**config.mk**
```make
export PLATFORM = sky130hd
export DESIGN_NAME = ex_result_buffer
export DESIGN_NICKNAME = d
export VERILOG_FILES = /design/src/rtl/ex_result_buffer.sv
export SDC_FILE = /design/constraint.sdc
export NUM_CORES = 1
export LEC_CHECK = 0
export CAP_MARGIN = 20
export CORE_MARGIN = 2
export CORE_UTILIZATION = 45
export CTS_CLUSTER_DIAMETER = 120
export DETAILED_ROUTE_END_ITERATION = 8
export GPL_ROUTABILITY_DRIVEN = 0
export PLACE_DENSITY = 0.74
export SKIP_CTS_REPAIR_TIMING = 1
export SYNTH_ARGS = -nofsm -noshare
export SYNTH_HDL_FRONTEND = slang
export SYNTH_SLANG_ARGS = --single-unit
```
**constraint.sdc**
```tcl
create_clock -name clk -period 8.2 [get_ports clk]
set_input_delay 1.23 -clock clk [delete_from_list [all_inputs] [get_ports clk]]
set_output_delay 1.23 -clock clk [all_outputs]
set_load 0.02 [all_outputs]
```
**src/rtl/ex_result_buffer.sv**
```systemverilog
// ex_result_buffer
//   Captures every result beat from the CORDIC execution stage (which cannot
//   stall) into a first-word-fall-through FIFO. The FIFO head is presented to
//   the consumer over valid/ready. Issue credits go back to the issuer so that
//   beats already in flight always have a free slot waiting for them.
//
// Ports
//   clk, reset                 clock (rising edge), async active-low reset
//   issue_fire / issue_ready   issuer handshake (credit based)
//   valid_out_interface, arctan_en_out_interface, degree/x/y_out_interface
//                              result beat from the execution stage
//   res_valid / res_ready      consumer handshake; res_* is the FIFO head
//   occupancy                  stored entries, 0..DEPTH
//   overflow                   sticky: beat dropped or credit underflow
//   result_count, drop_count   statistics (see below)
//
// Build option
//   EX_RESULT_BUF_STATS_EN  when defined, result_count (wrapping) and
//                           drop_count (saturating) are built; otherwise both
//                           ports read 0 and no counter flops exist.
module ex_result_buffer #(
  parameter int OUTPUT_WIDTH = 16,
  parameter int DEPTH        = 8,
  parameter int PTR_WIDTH    = 3
) (
  input  logic                           clk,
  input  logic                           reset,
  input  logic                           issue_fire,
  output logic                           issue_ready,
  input  logic                           valid_out_interface,
  input  logic                           arctan_en_out_interface,
  input  logic signed [OUTPUT_WIDTH-1:0] degree_out_interface,
  input  logic signed [OUTPUT_WIDTH-1:0] x_out_interface,
  input  logic signed [OUTPUT_WIDTH-1:0] y_out_interface,
  output logic                           res_valid,
  input  logic                           res_ready,
  output logic                           res_arctan_en,
  output logic signed [OUTPUT_WIDTH-1:0] res_degree,
  output logic signed [OUTPUT_WIDTH-1:0] res_x,
  output logic signed [OUTPUT_WIDTH-1:0] res_y,
  output logic [PTR_WIDTH:0]             occupancy,
  output logic                           overflow,
  output logic [31:0]                    result_count,
  output logic [15:0]                    drop_count
);

  typedef struct packed {
    logic                    arctan_en;
    logic [OUTPUT_WIDTH-1:0] degree;
    logic [OUTPUT_WIDTH-1:0] x;
    logic [OUTPUT_WIDTH-1:0] y;
  } entry_t;

  localparam logic [PTR_WIDTH:0]   FULL_CNT = (PTR_WIDTH+1)'(DEPTH);
  localparam logic [PTR_WIDTH:0]   CNT_ONE  = (PTR_WIDTH+1)'(1);
  localparam logic [PTR_WIDTH-1:0] PTR_ONE  = PTR_WIDTH'(1);
  localparam logic [PTR_WIDTH+1:0] CREDITS  = (PTR_WIDTH+2)'(DEPTH);

  entry_t                 mem [DEPTH];
  entry_t                 head;
  logic [PTR_WIDTH-1:0]   wr_ptr, rd_ptr;
  logic [PTR_WIDTH:0]     occ, inflight;
  logic [PTR_WIDTH+1:0]   credit_sum;
  logic                   push, pop, full, wr_en, drop;

  assign push  = valid_out_interface;
  assign pop   = res_valid & res_ready;
  assign full  = (occ == FULL_CNT);
  // A full FIFO still accepts a beat when the head leaves in the same cycle.
  assign wr_en = push & (~full | pop);
  assign drop  = push & full & ~pop;

  // Credits cover both stored entries and beats still inside the execution
  // stage; only registered state feeds this, so issuers see no comb path.
  assign credit_sum  = {1'b0, occ} + {1'b0, inflight};
  assign issue_ready = (credit_sum < CREDITS);

  assign head          = mem[rd_ptr];
  assign res_valid     = (occ != '0);
  assign res_arctan_en = head.arctan_en;
  assign res_degree    = head.degree;
  assign res_x         = head.x;
  assign res_y         = head.y;
  assign occupancy     = occ;

  // Storage is intentionally not reset; contents are only observed once
  // written and res_valid is high.
  always_ff @(posedge clk) begin
    if (wr_en)
      mem[wr_ptr] <= {arctan_en_out_interface, degree_out_interface,
                      x_out_interface, y_out_interface};
  end

  always_ff @(posedge clk or negedge reset) begin
    if (!reset) begin
      wr_ptr   <= '0;
      rd_ptr   <= '0;
      occ      <= '0;
      inflight <= '0;
      overflow <= 1'b0;
    end else begin
      if (wr_en) wr_ptr <= wr_ptr + PTR_ONE;
      if (pop)   rd_ptr <= rd_ptr + PTR_ONE;
      case ({wr_en, pop})
        2'b10:   occ <= occ + CNT_ONE;
        2'b01:   occ <= occ - CNT_ONE;
        default: ;
      endcase
      // A beat arriving with nothing in flight is a credit underflow; the
      // counter holds at zero rather than wrapping.
      if (issue_fire && !push)
        inflight <= inflight + CNT_ONE;
      else if (push && !issue_fire && inflight != '0)
        inflight <= inflight - CNT_ONE;
      if (drop || (push && inflight == '0))
        overflow <= 1'b1;
    end
  end

`ifdef EX_RESULT_BUF_STATS_EN
  logic [31:0] res_cnt;
  logic [15:0] drp_cnt;

  always_ff @(posedge clk or negedge reset) begin
    if (!reset) begin
      res_cnt <= '0;
      drp_cnt <= '0;
    end else begin
      if (pop) res_cnt <= res_cnt + 32'd1;
      if (drop && drp_cnt != 16'hFFFF) drp_cnt <= drp_cnt + 16'd1;
    end
  end

  assign result_count = res_cnt;
  assign drop_count   = drp_cnt;
`else
  assign result_count = '0;
  assign drop_count   = '0;
`endif

endmodule

```
==> impl_metrics.json <==
{
  "power.leakage_nw": 6.19,
  "arrival_ns": 3.60,
  "grt_pass1_vias": 7826,
  "setup_tns_ns": 0,
  "synth_ff_type": "edfxtp_1",
  "cp_num_buf_inv": 3,
  "min_period_ns": 4.83,
  "cts_made_buffers": 43,
  "placed_cells": 1285,
  "fin_crit_sh_pct": 58.9,
  "reg2reg_slack_ns": 5.28,
  "setup_viol": 0,
  "slowest_stage": "buf_4",
  "dpl-instance-area_sq_um": 17600,
  "overflow": 0,
  "vias_per_cell": 5.44,
  "port_buffers": 109,
  "start_util_pct": 45.6,
  "die_w_um": 194,
  "antenna_left": 0,
  "ys_types": 53,
  "slew-limit-headroom_pct": 37.5,
  "r2r_start": "occupancy[2]",
  "drive_gt1_share_pct": 26.3,
  "route.detailed.drc": 0,
  "min_path_type": "register to register",
  "first_pass_iters": 5,
  "endpoint_kind": "output port",
  "wirelength_um": 30400,
  "path_delay_family": "buffers and inverters",
  "min_delay_path_depth": 1,
  "path_clk_slew_ns": 0.06,
  "core_area_sq_um": 35500,
  "syn_to_final_growth_pct": 17.6,
  "drv_cap": 0,
  "fin_area_sq_um": 19000,
  "ctsHtreeMaxLevel": 2,
  "clockBufferDepth": 3,
  "power_density_nw_per_um2": 368,
  "antenna_found_initial": 3,
  "fillers": 2695,
  "cp-start-kind": "register",
  "clkSinkCount": 407,
  "die_area_sq_um": 37500,
  "path_depth": 5,
  "grt_use_total_pct": 16.2,
  "crit_path_start": "rd_ptr[0]",
  "fin_util_pct": 53.7,
  "power_mw": 7.00,
  "cts_tree": "yes",
  "yosysSeqAreaShare_pct": 75.0,
  "synth_warnings": 0,
  "wire_per_inst_um": 22.2,
  "ys_async_sr_fraction_pct": 3.69,
  "synthCells": 739,
  "finalHoldViolations": 0,
  "layoutNonFillerInstCount": 1368,
  "grt_max_degree": 56,
  "fin_nets": 933,
  "rsz0062_at_grt": "false",
  "path_cells": "buf_16 -> buf_4 -> mux4_2 -> mux2_2 -> clkdlybuf4s50_1",
  "clock_latency_ns": 0.54,
  "crit_type": "register to output port",
  "irDropWorstVdd_mv": 0.284,
  "fmax_ghz": 0.207,
  "worst_pin_slew_ns": 0.937,
  "dr_total_vias": 7439,
  "layout_common_cells": "edfxtp_1 (392), clkdlybuf4s50_1 (109), mux4_2 (98)",
  "avgSynthCellArea_sq_um": 21.9,
  "first_iter_violations": 473,
  "rows": 69,
  "path_max_fanout": 43,
  "final_common_cell": "edfxtp_1",
  "endpoint": "res_y[1]",
  "r2r_end": "mem[1][18]",
  "skew_ns": 0.0234,
  "ios": 158,
  "die_h_um": 194,
  "synth-edff-count": 392,
  "syn_area_sq_um": 16200,
  "drv_slew": 0,
  "cp.required_ns": 6.97,
  "grt_pass1_wl_um": 46500,
  "rr_worst_depth": 4,
  "min-delay-start": "overflow",
  "clock_tree.root_cell": "clkbuf_16",
  "place_hpwl_um": 15900,
  "max_stage_delay_ns": 0.69,
  "ys_ff_latch": 407,
  "status": "finished clean"
}
-- synthesized netlist by cell type, types with 2 or more instances --
cell / count / area, sq um
nand2b_1: 3 / 18.8
o221ai_1: 2 / 17.5
mux2_2: 51 / 574
nor4bb_1: 2 / 20.0
clkbuf_1: 16 / 60.1
buf_4: 48 / 360
a21o_1: 2 / 15.0
mux2i_1: 3 / 30.0
ha_1: 8 / 100
or3_1: 2 / 12.5
a211oi_1: 3 / 22.5
mux4_2: 98 / 2210
xor2_1: 3 / 26.3
edfxtp_1: 392 / 11800
or4_1: 2 / 15.0
a21oi_1: 2 / 10.0
o21ai_0: 5 / 25.0
nor2b_1: 2 / 12.5
o211ai_1: 3 / 22.5
a31oi_1: 2 / 12.5
xnor2_1: 4 / 35.0
dfrtp_1: 15 / 375
buf_1: 2 / 7.51
nor2_1: 8 / 30.0
and3_1: 2 / 12.5
buf_12: 2 / 40.0
nor3_1: 5 / 25.0
buf_2: 13 / 65.1
nand2_1: 7 / 26.3
inv_1: 5 / 18.8
nand3_1: 5 / 25.0
-- worst reg2reg max path, cell delays in order (launching register included) --
cell	delay (ns)
dfrtp_1	0.55
or3_4	0.23
o211ai_1	0.30
nor3_2	0.66
buf_4	0.72
-- layout make-up --
class | instances | area [sq um] | area share (%)
Antenna cell | 2 | 5.00 | 0.0263
Sequential cell | 407 | 12200 | 63.8
Tap cell | 461 | 577 | 3.03
Clock inverter | 29 | 231 | 1.22
Multi-Input combinational cell | 292 | 3710 | 19.5
Clock buffer | 51 | 1150 | 6.02
Timing Repair Buffer | 121 | 1200 | 6.31
Inverter | 5 | 18.8 | 0.0985
-- how the worst min path moves through the flow --
stage                end  slack [ns]
3_5_place_dp    overflow        0.46
2_1_floorplan  wr_ptr[2]        0.52
5_1_grt         overflow        0.50
4_1_cts         overflow        0.47
3_3_place_gp    overflow        0.46
6_report        overflow        0.47
-- metrics by stage --
step,hold slack (ns),setup WS (ns)
after detailed placement,0.455,3.48
after floorplan,0.519,1.33
after CTS,0.471,2.90
after global routing,0.496,3.11
after global placement,0.461,3.53
final,0.469,3.37
-- metal layers --
layer | GRT usage [%] | share of wire, % | up-vias
met5 | 0 | 0.036 | -
met4 | 4.30 | 1.7 | 2
met3 | 3.76 | 6.5 | 46
met2 | 27.0 | 50 | 250
met1 | 21.7 | 42 | 3891
li1 | - | - | 3250
-- power by group --
part / switching (mW) / internal, mW / total (mW)
sequential: 0.241 / 2.62 / 2.87
clock: 0.767 / 1.10 / 1.86
combinational: 1.10 / 1.18 / 2.27
-- state kept, by name, indices dropped and copies added, names as in the netlist --
signal,count
rd_ptr,3
inflight,4
occupancy,4
wr_ptr,3
overflow,1
mem,392
-- logic make-up (layout without fill, tap and decap cells) --
logic type | Yosys count | count (layout) | synth area share (%)
DFF | 407 | 407 | 75.0
muxes | 153 | 153 | 17.4
buffers and inverters | 87 | 206 | 3.48
and+or+nand+nor | 47 | 47 | 1.67
AOI/OAI and AO/OA | 28 | 28 | 1.26
adders and majority gates | 9 | 9 | 0.742
xor gates and xnor gates | 7 | 7 | 0.379
other | 1 | 50 | 0.0232
Note: power is estimated with default switching activity, not from simulation.
